$ cat src/rtl/aud_ctrl.sv
// aud_ctrl -- top-level control FSM for the audio recorder/player.
//
// Turns debounced key presses into one-cycle command pulses for the recorder
// and player, remembers the last recorded address as the playback limit,
// latches the playback configuration switches, and keeps an elapsed-seconds
// display driven by the sample-frame tick.
//
// Ports:
//   i_clk, i_rst                       clock, synchronous active-high reset
//   i_key_rec/play/stop                one-cycle key-press pulses
//   i_init_done                        codec initialisation complete (level)
//   i_sample_tick                      one pulse per audio sample frame
//   i_rec_addr, i_rec_full             recorder write address / end-of-memory pulse
//   i_play_done                        player reached the end address (pulse)
//   i_speed, i_fast, i_slow_0,
//   i_slow_1, i_reverse                playback configuration switches
//   o_rec_*/o_play_*                   registered one-cycle command pulses
//   o_end_addr                         last recorded address (playback limit)
//   o_mode, o_speed, o_reverse         decoded playback configuration
//   o_state                            FSM state code
//   o_display_time                     elapsed seconds, saturating at 63
module aud_ctrl #(
   parameter int TICKS_PER_SEC = 32000,
   parameter int ADDR_W        = 20
) (
   input  logic              i_clk,
   input  logic              i_rst,
   input  logic              i_key_rec,
   input  logic              i_key_play,
   input  logic              i_key_stop,
   input  logic              i_init_done,
   input  logic              i_sample_tick,
   input  logic [ADDR_W-1:0] i_rec_addr,
   input  logic              i_rec_full,
   input  logic              i_play_done,
   input  logic [2:0]        i_speed,
   input  logic              i_fast,
   input  logic              i_slow_0,
   input  logic              i_slow_1,
   input  logic              i_reverse,
   output logic              o_rec_start,
   output logic              o_rec_pause,
   output logic              o_rec_stop,
   output logic              o_play_start,
   output logic              o_play_pause,
   output logic              o_play_stop,
   output logic [ADDR_W-1:0] o_end_addr,
   output logic [1:0]        o_mode,
   output logic [3:0]        o_speed,
   output logic              o_reverse,
   output logic [2:0]        o_state,
   output logic [5:0]        o_display_time
);

   localparam int TW = (TICKS_PER_SEC > 1) ? $clog2(TICKS_PER_SEC) : 1;
   localparam logic [TW-1:0] TICK_LAST = TW'(TICKS_PER_SEC - 1);

   typedef enum logic [2:0] {
      INIT       = 3'd0,
      IDLE       = 3'd1,
      REC        = 3'd2,
      REC_PAUSE  = 3'd3,
      PLAY       = 3'd4,
      PLAY_PAUSE = 3'd5
   } state_t;

   state_t          state;
   logic [TW-1:0]   tick_cnt;
   logic            key_stop;
   logic            key_rec;
   logic            key_play;
   logic [1:0]      mode_dec;
   logic [3:0]      speed_dec;

   // Same-cycle key priority: stop beats rec beats play, and a losing key is
   // simply dropped even if the winning key has no effect in the current state.
   assign key_stop = i_key_stop;
   assign key_rec  = i_key_rec & ~i_key_stop;
   assign key_play = i_key_play & ~i_key_stop & ~i_key_rec;

   assign o_state = state;

   // Configuration decode: fast wins over the two slow modes; the speed factor
   // only means something in a non-normal mode, so normal is pinned to 1.
   always_comb begin
      mode_dec  = 2'd0;
      speed_dec = 4'd1;
      if (i_fast) begin
         mode_dec  = 2'd1;
         speed_dec = {1'b0, i_speed} + 4'd1;
      end else if (i_slow_0) begin
         mode_dec  = 2'd2;
         speed_dec = {1'b0, i_speed} + 4'd1;
      end else if (i_slow_1) begin
         mode_dec  = 2'd3;
         speed_dec = {1'b0, i_speed} + 4'd1;
      end
   end

   // Main controller: state, command pulses, end address, configuration
   // latch and elapsed-time counter all live here so that a state change and
   // the timer clear it implies happen on the same edge. The timer update
   // comes before the case statement so a clear on PLAY/REC entry overrides it.
   always_ff @(posedge i_clk) begin
      if (i_rst) begin
         state          <= INIT;
         o_rec_start    <= 1'b0;
         o_rec_pause    <= 1'b0;
         o_rec_stop     <= 1'b0;
         o_play_start   <= 1'b0;
         o_play_pause   <= 1'b0;
         o_play_stop    <= 1'b0;
         o_end_addr     <= '0;
         o_mode         <= 2'd0;
         o_speed        <= 4'd1;
         o_reverse      <= 1'b0;
         tick_cnt       <= '0;
         o_display_time <= 6'd0;
      end else begin
         o_rec_start  <= 1'b0;
         o_rec_pause  <= 1'b0;
         o_rec_stop   <= 1'b0;
         o_play_start <= 1'b0;
         o_play_pause <= 1'b0;
         o_play_stop  <= 1'b0;

         // The player must not see its configuration change mid-stream.
         if (state != PLAY) begin
            o_mode    <= mode_dec;
            o_speed   <= speed_dec;
            o_reverse <= i_reverse;
         end

         if (i_sample_tick && (state == REC || state == PLAY)) begin
            if (tick_cnt == TICK_LAST) begin
               tick_cnt <= '0;
               if (o_display_time != 6'd63)
                  o_display_time <= o_display_time + 6'd1;
            end else begin
               tick_cnt <= tick_cnt + 1'b1;
            end
         end

         case (state)
            INIT: begin
               if (i_init_done)
                  state <= IDLE;
            end
            IDLE: begin
               if (key_rec) begin
                  state          <= REC;
                  o_rec_start    <= 1'b1;
                  tick_cnt       <= '0;
                  o_display_time <= 6'd0;
                  o_end_addr     <= '0;
               end else if (key_play && o_end_addr != '0) begin
                  state          <= PLAY;
                  o_play_start   <= 1'b1;
                  tick_cnt       <= '0;
                  o_display_time <= 6'd0;
               end
            end
            REC: begin
               // Running out of memory trumps everything, including a
               // coincident stop, and marks the whole memory as recorded.
               if (i_rec_full) begin
                  state      <= IDLE;
                  o_rec_stop <= 1'b1;
                  o_end_addr <= '1;
               end else if (key_stop) begin
                  state      <= IDLE;
                  o_rec_stop <= 1'b1;
                  o_end_addr <= i_rec_addr;
               end else if (key_rec) begin
                  state       <= REC_PAUSE;
                  o_rec_pause <= 1'b1;
               end
            end
            REC_PAUSE: begin
               if (key_stop) begin
                  state      <= IDLE;
                  o_rec_stop <= 1'b1;
                  o_end_addr <= i_rec_addr;
               end else if (key_rec) begin
                  state       <= REC;
                  o_rec_start <= 1'b1;
               end
            end
            PLAY: begin
               if (key_stop || i_play_done) begin
                  state       <= IDLE;
                  o_play_stop <= 1'b1;
               end else if (key_play) begin
                  state        <= PLAY_PAUSE;
                  o_play_pause <= 1'b1;
               end
            end
            PLAY_PAUSE: begin
               if (key_stop) begin
                  state       <= IDLE;
                  o_play_stop <= 1'b1;
               end else if (key_play) begin
                  state        <= PLAY;
                  o_play_start <= 1'b1;
               end
            end
            default: begin
               state <= IDLE;
            end
         endcase
      end
   end

endmodule

$ cat config.mk
export PLATFORM = sky130hd
export DESIGN_NAME = aud_ctrl
export DESIGN_NICKNAME = d
export VERILOG_FILES = /design/src/rtl/aud_ctrl.sv
export SDC_FILE = /design/constraint.sdc
export NUM_CORES = 1
export LEC_CHECK = 0
export ABC_CLOCK_PERIOD_IN_PS = 1540
export CAP_MARGIN = 15
export CORE_ASPECT_RATIO = 0.7
export CORE_MARGIN = 1.5
export CORE_UTILIZATION = 43
export DETAILED_ROUTE_END_ITERATION = 16
export GPL_TIMING_DRIVEN = 0
export PLACE_DENSITY = 0.77
export SLEW_MARGIN = 20
export SYNTH_ARGS = -nofsm -noshare
export SYNTH_HDL_FRONTEND = slang
export SYNTH_SLANG_ARGS = --single-unit
$ cat constraint.sdc
create_clock -name i_clk -period 1.54 [get_ports i_clk]
set_input_delay 0.385 -clock i_clk [delete_from_list [all_inputs] [get_ports i_clk]]
set_output_delay 0.385 -clock i_clk [all_outputs]
set_load 0.05 [all_outputs]
# [Yosys cells after proc, flatten, opt, wreduce, memory -nomap -nowiden]
# Cells that the tools add are included.
# W data, S select, Z words.
[word_totals] register_bits=57 input_bits=36 out_inout_bits=42 wordCells=96
[op_classes] add_sub_neg=3 eq_ne=15 n_mux=47 bitwise_logic=7 reduce_logical=11
[op_table] operator="$mux W15" n=5
[op_table] operator="$mux W20" n=3
[op_table] operator="$pmux W20 S3" n=1
[op_table] operator="$mux W3" n=12
[op_table] operator="$mux W6" n=6
[op_table] operator="$reduce_bool A20 Y1" n=1
[op_table] operator="$pmux W3 S6" n=1
[op_table] operator="$add A15 B1 Y15 const B" n=1
[op_table] operator="$eq A15 B15 Y1 const B" n=1
[op_table] operator="$mux W4" n=3
[op_table] operator="$ne A3 B3 Y1 const B" n=4
[op_table] operator="$mux W1" n=9
[op_table] operator="$pmux W1 S2" n=4
[op_table] operator="$add A6 B1 Y6 const B" n=1
[op_table] operator="$eq A3 B2 Y1 const B" n=2
[op_table] operator="$eq A3 B3 Y1 const B" n=2
[op_table] operator="$mux W2" n=3
[op_table] operator="$ne A6 B6 Y1 const B" n=1
[op_table] operator="$reduce_and A6 Y1" n=1
[op_table] operator="$reduce_or A3 Y1" n=2
[op_table] operator="$add A3 B1 Y4 const B" n=1
[op_table] operator="$ne A2 B2 Y1 const B" n=2
[op_table] operator="$ne A4 B4 Y1 const B" n=1
[op_table] operator="$not A1 Y1" n=4
[op_table] operator="other kinds (8)" n=12

# [Depth between registers and ports, before layout]
[depth] word_depth=7 ltp_mapped=7 mapped_depth_nobuf=6

# [Least setup slack after synthesis]
# Ideal clock, no wire load.
[synth_path] path_type="reg-to-reg" startpoint="reg state[1], in the netlist o_state[1]" endpoint="reg o_end_addr[10]" setup_time_ps=128 arrival_time_ps=1784 t_required_ps=1412 path_slack_ps=-372 stages_incl_launch_ff=7 n_path_buf=2 synth_period_minus_slack_ps=1912 path_cell_list="dfxtp_1 -> buf_2 -> a21oi_1 -> or2_2 -> clkbuf_1 -> a22oi_1 -> nor2_1"
[synth_via] elab_chain_cells=3 elab_cells_between_ends=7 cone_classes="4 x eq/ne; 1 x mux; 2 x reduce/logical"
[synth_lines] element="from (decl)" line_no="67" rtl="state_t state;"
[synth_lines] element="from (signal assigned)" line_no="106" rtl="state <= INIT;"
[synth_lines] element="from (signal assigned)" line_no="147" rtl="state <= IDLE;"
[synth_lines] element="from (signal assigned)" line_no="151" rtl="state <= REC;"
[synth_lines] element="$eq A3 B1 Y1 / $eq A3 B2 Y1 (equally long branches)" line_no="144" rtl="case (state)"
[synth_lines] element="$ne A2 B2 Y1 (no line) / $reduce_bool A3 Y1 (equally long branches)"
[synth_lines] element="$reduce_and A2 Y1 (no line)"
[synth_lines] element="to (signal assigned)" line_no="173" rtl="o_end_addr <= i_rec_addr;"
[synth_lines] element="to (signal assigned)" line_no="183" rtl="o_end_addr <= i_rec_addr;"
[synth_lines] element="to (decl)" line_no="47" rtl="output logic [ADDR_W-1:0] o_end_addr,"
# Several ways; a longest one is shown, not always the timed one.
# A chain may end at the register's enable or synchronous reset.

# [Final worst setup path]
[layout_path] startpoint="reg tick_cnt[1]" endpoint="reg o_display_time[2]"
[layout_via] elab_chain_cells=6
[layout_lines] element="from (decl)" line_no="68" rtl="logic [TW-1:0] tick_cnt;"
[layout_lines] element="from (signal assigned)" line_no="140" rtl="tick_cnt <= tick_cnt + 1'b1;"
[layout_lines] element="$eq A15 B15 Y1 (*)" line_no="135" rtl="if (tick_cnt == TICK_LAST) begin"
[layout_lines] element="$mux W6 (*)" line_no="135"
[layout_lines] element="$mux W6 (*)" line_no="134" rtl="if (i_sample_tick && (state == REC || state == PLAY)) begin"
[layout_lines] element="$mux W6" line_no="156" rtl="end else if (key_play && o_end_addr != '0) begin"
[layout_lines] element="$mux W6" line_no="150" rtl="if (key_rec) begin"
[layout_lines] element="$mux W6 (*)" line_no="144"
[layout_lines] element="to (signal assigned)" line_no="138" rtl="o_display_time <= o_display_time + 6'd1;"
[layout_lines] element="to (decl)" line_no="52" rtl="output logic [5:0] o_display_time"
# Mark *: on every way between the ends. The rest lies on a longest branch, timed or not.

==> results.md <==
- Total GRT Usage: 0.2444
- Core footprint: 0.006216 mm²
- Synth cell types: 46
- Top_reg_cell synth: dfxtp_1
- Leakage: 0.001743 µW
- Fraction of registers with async set/reset: 0
- Pin count of the biggest net entering global routing: 11
- Post-synth EDFFs: 0
- Syn Nets: 356
- Crit path to: o_display_time[2]
- Filler cells: 432
- I/O pin count: 78
- Period utilization: 1.068
- Overall Power: 4079 µW
- Clock share of power: 0.417
- Placer Congestion: 0.9009
- First-pass GRT wire length: 13390 µm
- CP required: 1.79 ns
- Cells after synthesis: 315
- Total wire length: 9258 µm
- PwrDens: 916.3 mW/mm²
- Crit path capture type: flop
- Comb power frac: 0.206
- RSZ-0062 raised after global routing: true
- Worst reg2reg path startpoint: tick_cnt[1]
- Synth Register Bits: 57
- Area of the multi-input gates: 0.001866 mm²
- Vias in the first global route: 2746
- Synth top area share: 0.4127
- CP startpoint: tick_cnt[1]
- CP startpoint kind: flop
- Leading area contributor after synthesis: dfxtp_1
- WP data arrival: 1.90 ns
- ANT cells: 0
- Part of the power in registers: 0.377
- Hold Crit Start: i_key_stop
- Sequential area share after synthesis: 0.4127
- Setup violators final: 21
- Synthesis Warnings: 0
- Depth of the worst register-to-register path: 6
- First-pass DRT Iterations: 13
- Detailed-route vias per instance: 5.788
- Antenna violations before repair: 0
- Mean Syn Cell Area: 8.778 µm²
- P_sw: 1155 µW
- P&R area growth vs syn: 61.00%
- Worst slew pin tran: 0.4386 ns
- Via count: 2952
- Later-pin clock latency in the skew report: 0.36 ns
- Die X: 98.85 µm
- Mapped cell area: 0.002765 mm²
- Total global routing overflow: 0
- Minimum clock period: 1.645 ns
- Post-route DRC: 4
- Clock net sink count: 57
- # nets final: 468
- Peak supply drop: 0.5204 mV
- Die H: 70.09 µm
- Outcome: finished with violations
- CTS clk-pin slew, worst paths: 0.07 ns
- PnR worst setup slack: -0.1051 ns
- Violated checks: design-rule violations, negative setup slack
- Hold crit path type: primary input to flop
- Root Driver: clkbuf_8
- Ranking of synthesized cells by area: dfxtp_1, a21oi_1, nor2_1, mux2i_1, o2bb2ai_1
- Sequential cell area: 0.001190 mm²
- Max_cap viols: 0
- Pint: 2924 µW
- Final hold violations: 0
- Most common cell in the synthesized netlist: dfxtp_1
- Setup Total Neg Slack: -0.7985 ns
- Max Freq: 0.6079 GHz
- IO Port Bufs: 76
- Drt wl/cell: 18.15 µm
- Initial DRC count: 178
- Die area: 0.006928 mm²
- TritonCTS clock tree: done
- Final slew viol count: 0
- R2R Setup Slk: -0.11 ns
- Placed Instance Area: 0.003692 mm²
- H-Tree Depth: 3
- Row count: 24
- Num CTS Buffers: 9
- Switching share of power: 0.2831
- Longest Clk Path Bufs: 2
- Share of cells above drive strength 1: 0.4120
- Synth top cells by count: dfxtp_1, nor2_1, a21oi_1
- Final instance area: 0.004452 mm²
- CP max FO: 4
- Post-DRT Antenna Nets: 0
- Skew final: 0.007420 ns
- Max transition margin: 0.7076
- CP Class: flop to flop
- Reg2reg end: o_display_time[2]
- Initial cell density of the core: 0.4448
- DP Wirelength: 5373 µm
## layer usage
layer	global-route usage	wire [µm]	vias to the layer above
li1	-	-	1373
met1	0.3189	3931	1399
met2	0.3709	4233	151
met3	0.09510	831	29
met4	0.08095	262	0
met5	0	0	-
## area by class of cell
| cell class | instances | share of cell area |
|---|---|---|
| Sequential cell | 57 | 0.2673 |
| Clock inverter | 7 | 0.02445 |
| Clock buffer | 9 | 0.02782 |
| Buffer | 16 | 0.02867 |
| Timing Repair Buffer | 103 | 0.2040 |
| Tap cell | 78 | 0.02192 |
| Inverter | 7 | 0.006745 |
| Multi-Input combinational cell | 233 | 0.4191 |
## cell families (layout without fill, tap and decap cells)
logic type	count (synthesis)	after routing	share of synthesized area
AO/OA/AOI/OAI	70	70	0.1629
XOR/XNOR	16	16	0.05339
adder cells (fa/ha/maj)	5	5	0.02262
buffers and inverters	25	142	0.04118
flip-flops	57	57	0.4127
multiplexers	13	13	0.04706
AND/OR/NAND/NOR	129	129	0.2602
## layout by cell type, fill, tap and decap left out, drive strengths merged, types with 2 or more instances in the layout
cell | Yosys | layout
and3 | 5 | 5
nor2b | 5 | 5
nand3 | 12 | 12
buf | 6 | 55
clkinv | 0 | 4
xor2 | 6 | 6
nor2 | 43 | 43
and2 | 2 | 2
dlymetal6s2s | 0 | 2
o21ai | 5 | 5
clkdlybuf4s15 | 0 | 19
inv | 7 | 6
bufinv | 0 | 3
a31oi | 3 | 3
nand2b | 8 | 8
nand4 | 5 | 5
nor4 | 9 | 9
a22oi | 11 | 11
a21oi | 33 | 33
xnor2 | 10 | 10
clkbuf | 12 | 21
a311oi | 2 | 2
nor4b | 4 | 4
clkdlybuf4s50 | 0 | 30
o2bb2ai | 11 | 11
ha | 5 | 5
dfxtp | 57 | 57
mux2i | 13 | 13
and4 | 3 | 3
nor3 | 13 | 13
nand2 | 14 | 14
## power groups by stage
| stage | logic [µW] | registers (µW) | clock network (µW) |
|---|---|---|---|
| finish | 842 | 1540 | 1700 |
| global placement | 609 | 1570 | 0 |
| floorplan | 313 | 1650 | 0 |
| detailed placement | 619 | 1570 | 0 |
| CTS | 678 | 1540 | 1690 |
| global route | 882 | 1540 | 1780 |
## worst max-delay path, stage by stage, from the launching register on
cell	delay, ns
dfxtp_4	0.36
ha_4	0.14
nor2b_4	0.15
nand4b_4	0.14
nor4_4	0.44
a21oi_1	0.12
o21ba_1	0.19
## sequential cells by signal, indices dropped and copies added (netlist names)
register        flops
o_display_time      6
o_end_addr         20
o_mode              2
o_play_pause        1
o_play_start        1
o_play_stop         1
o_rec_pause         1
o_rec_start         1
o_rec_stop          1
o_reverse           1
o_speed             4
o_state             3
tick_cnt           15
## timing repair
action / CTS / global route
resized for setup: 164 / 115
pin swaps: 14 / 15
setup endpoints to repair: 91 / 69
buffers inserted: 12 / 13
hold buffers: 0 / 0
cloned: 1 / 2
## worst min path at each step
stage	to	slack, ns	cells past startpoint
floorplan	o_play_pause	0.46	1
global placement	o_end_addr[3]	0.46	1
detailed placement	o_end_addr[3]	0.47	1
CTS	o_rec_stop	0.41	3
global route	o_rec_stop	0.47	3
finish	o_rec_stop	0.42	3
## through the flow
stage / setup slack (ns) / cells / hold WS (ns) / utilization
after CTS: -0.1270 / 496 / 0.4119 / 0.6804
after global routing: -0.1656 / 510 / 0.4666 / 0.7162
final: -0.1051 / 510 / 0.4227 / 0.7162
after floorplan: -0.1133 / 315 / 0.4617 / -
after detailed placement: -0.7182 / 469 / 0.4711 / 0.5940
after global placement: -0.6936 / 469 / 0.4555 / 0.5940
Power figures use the tool's default switching activity.
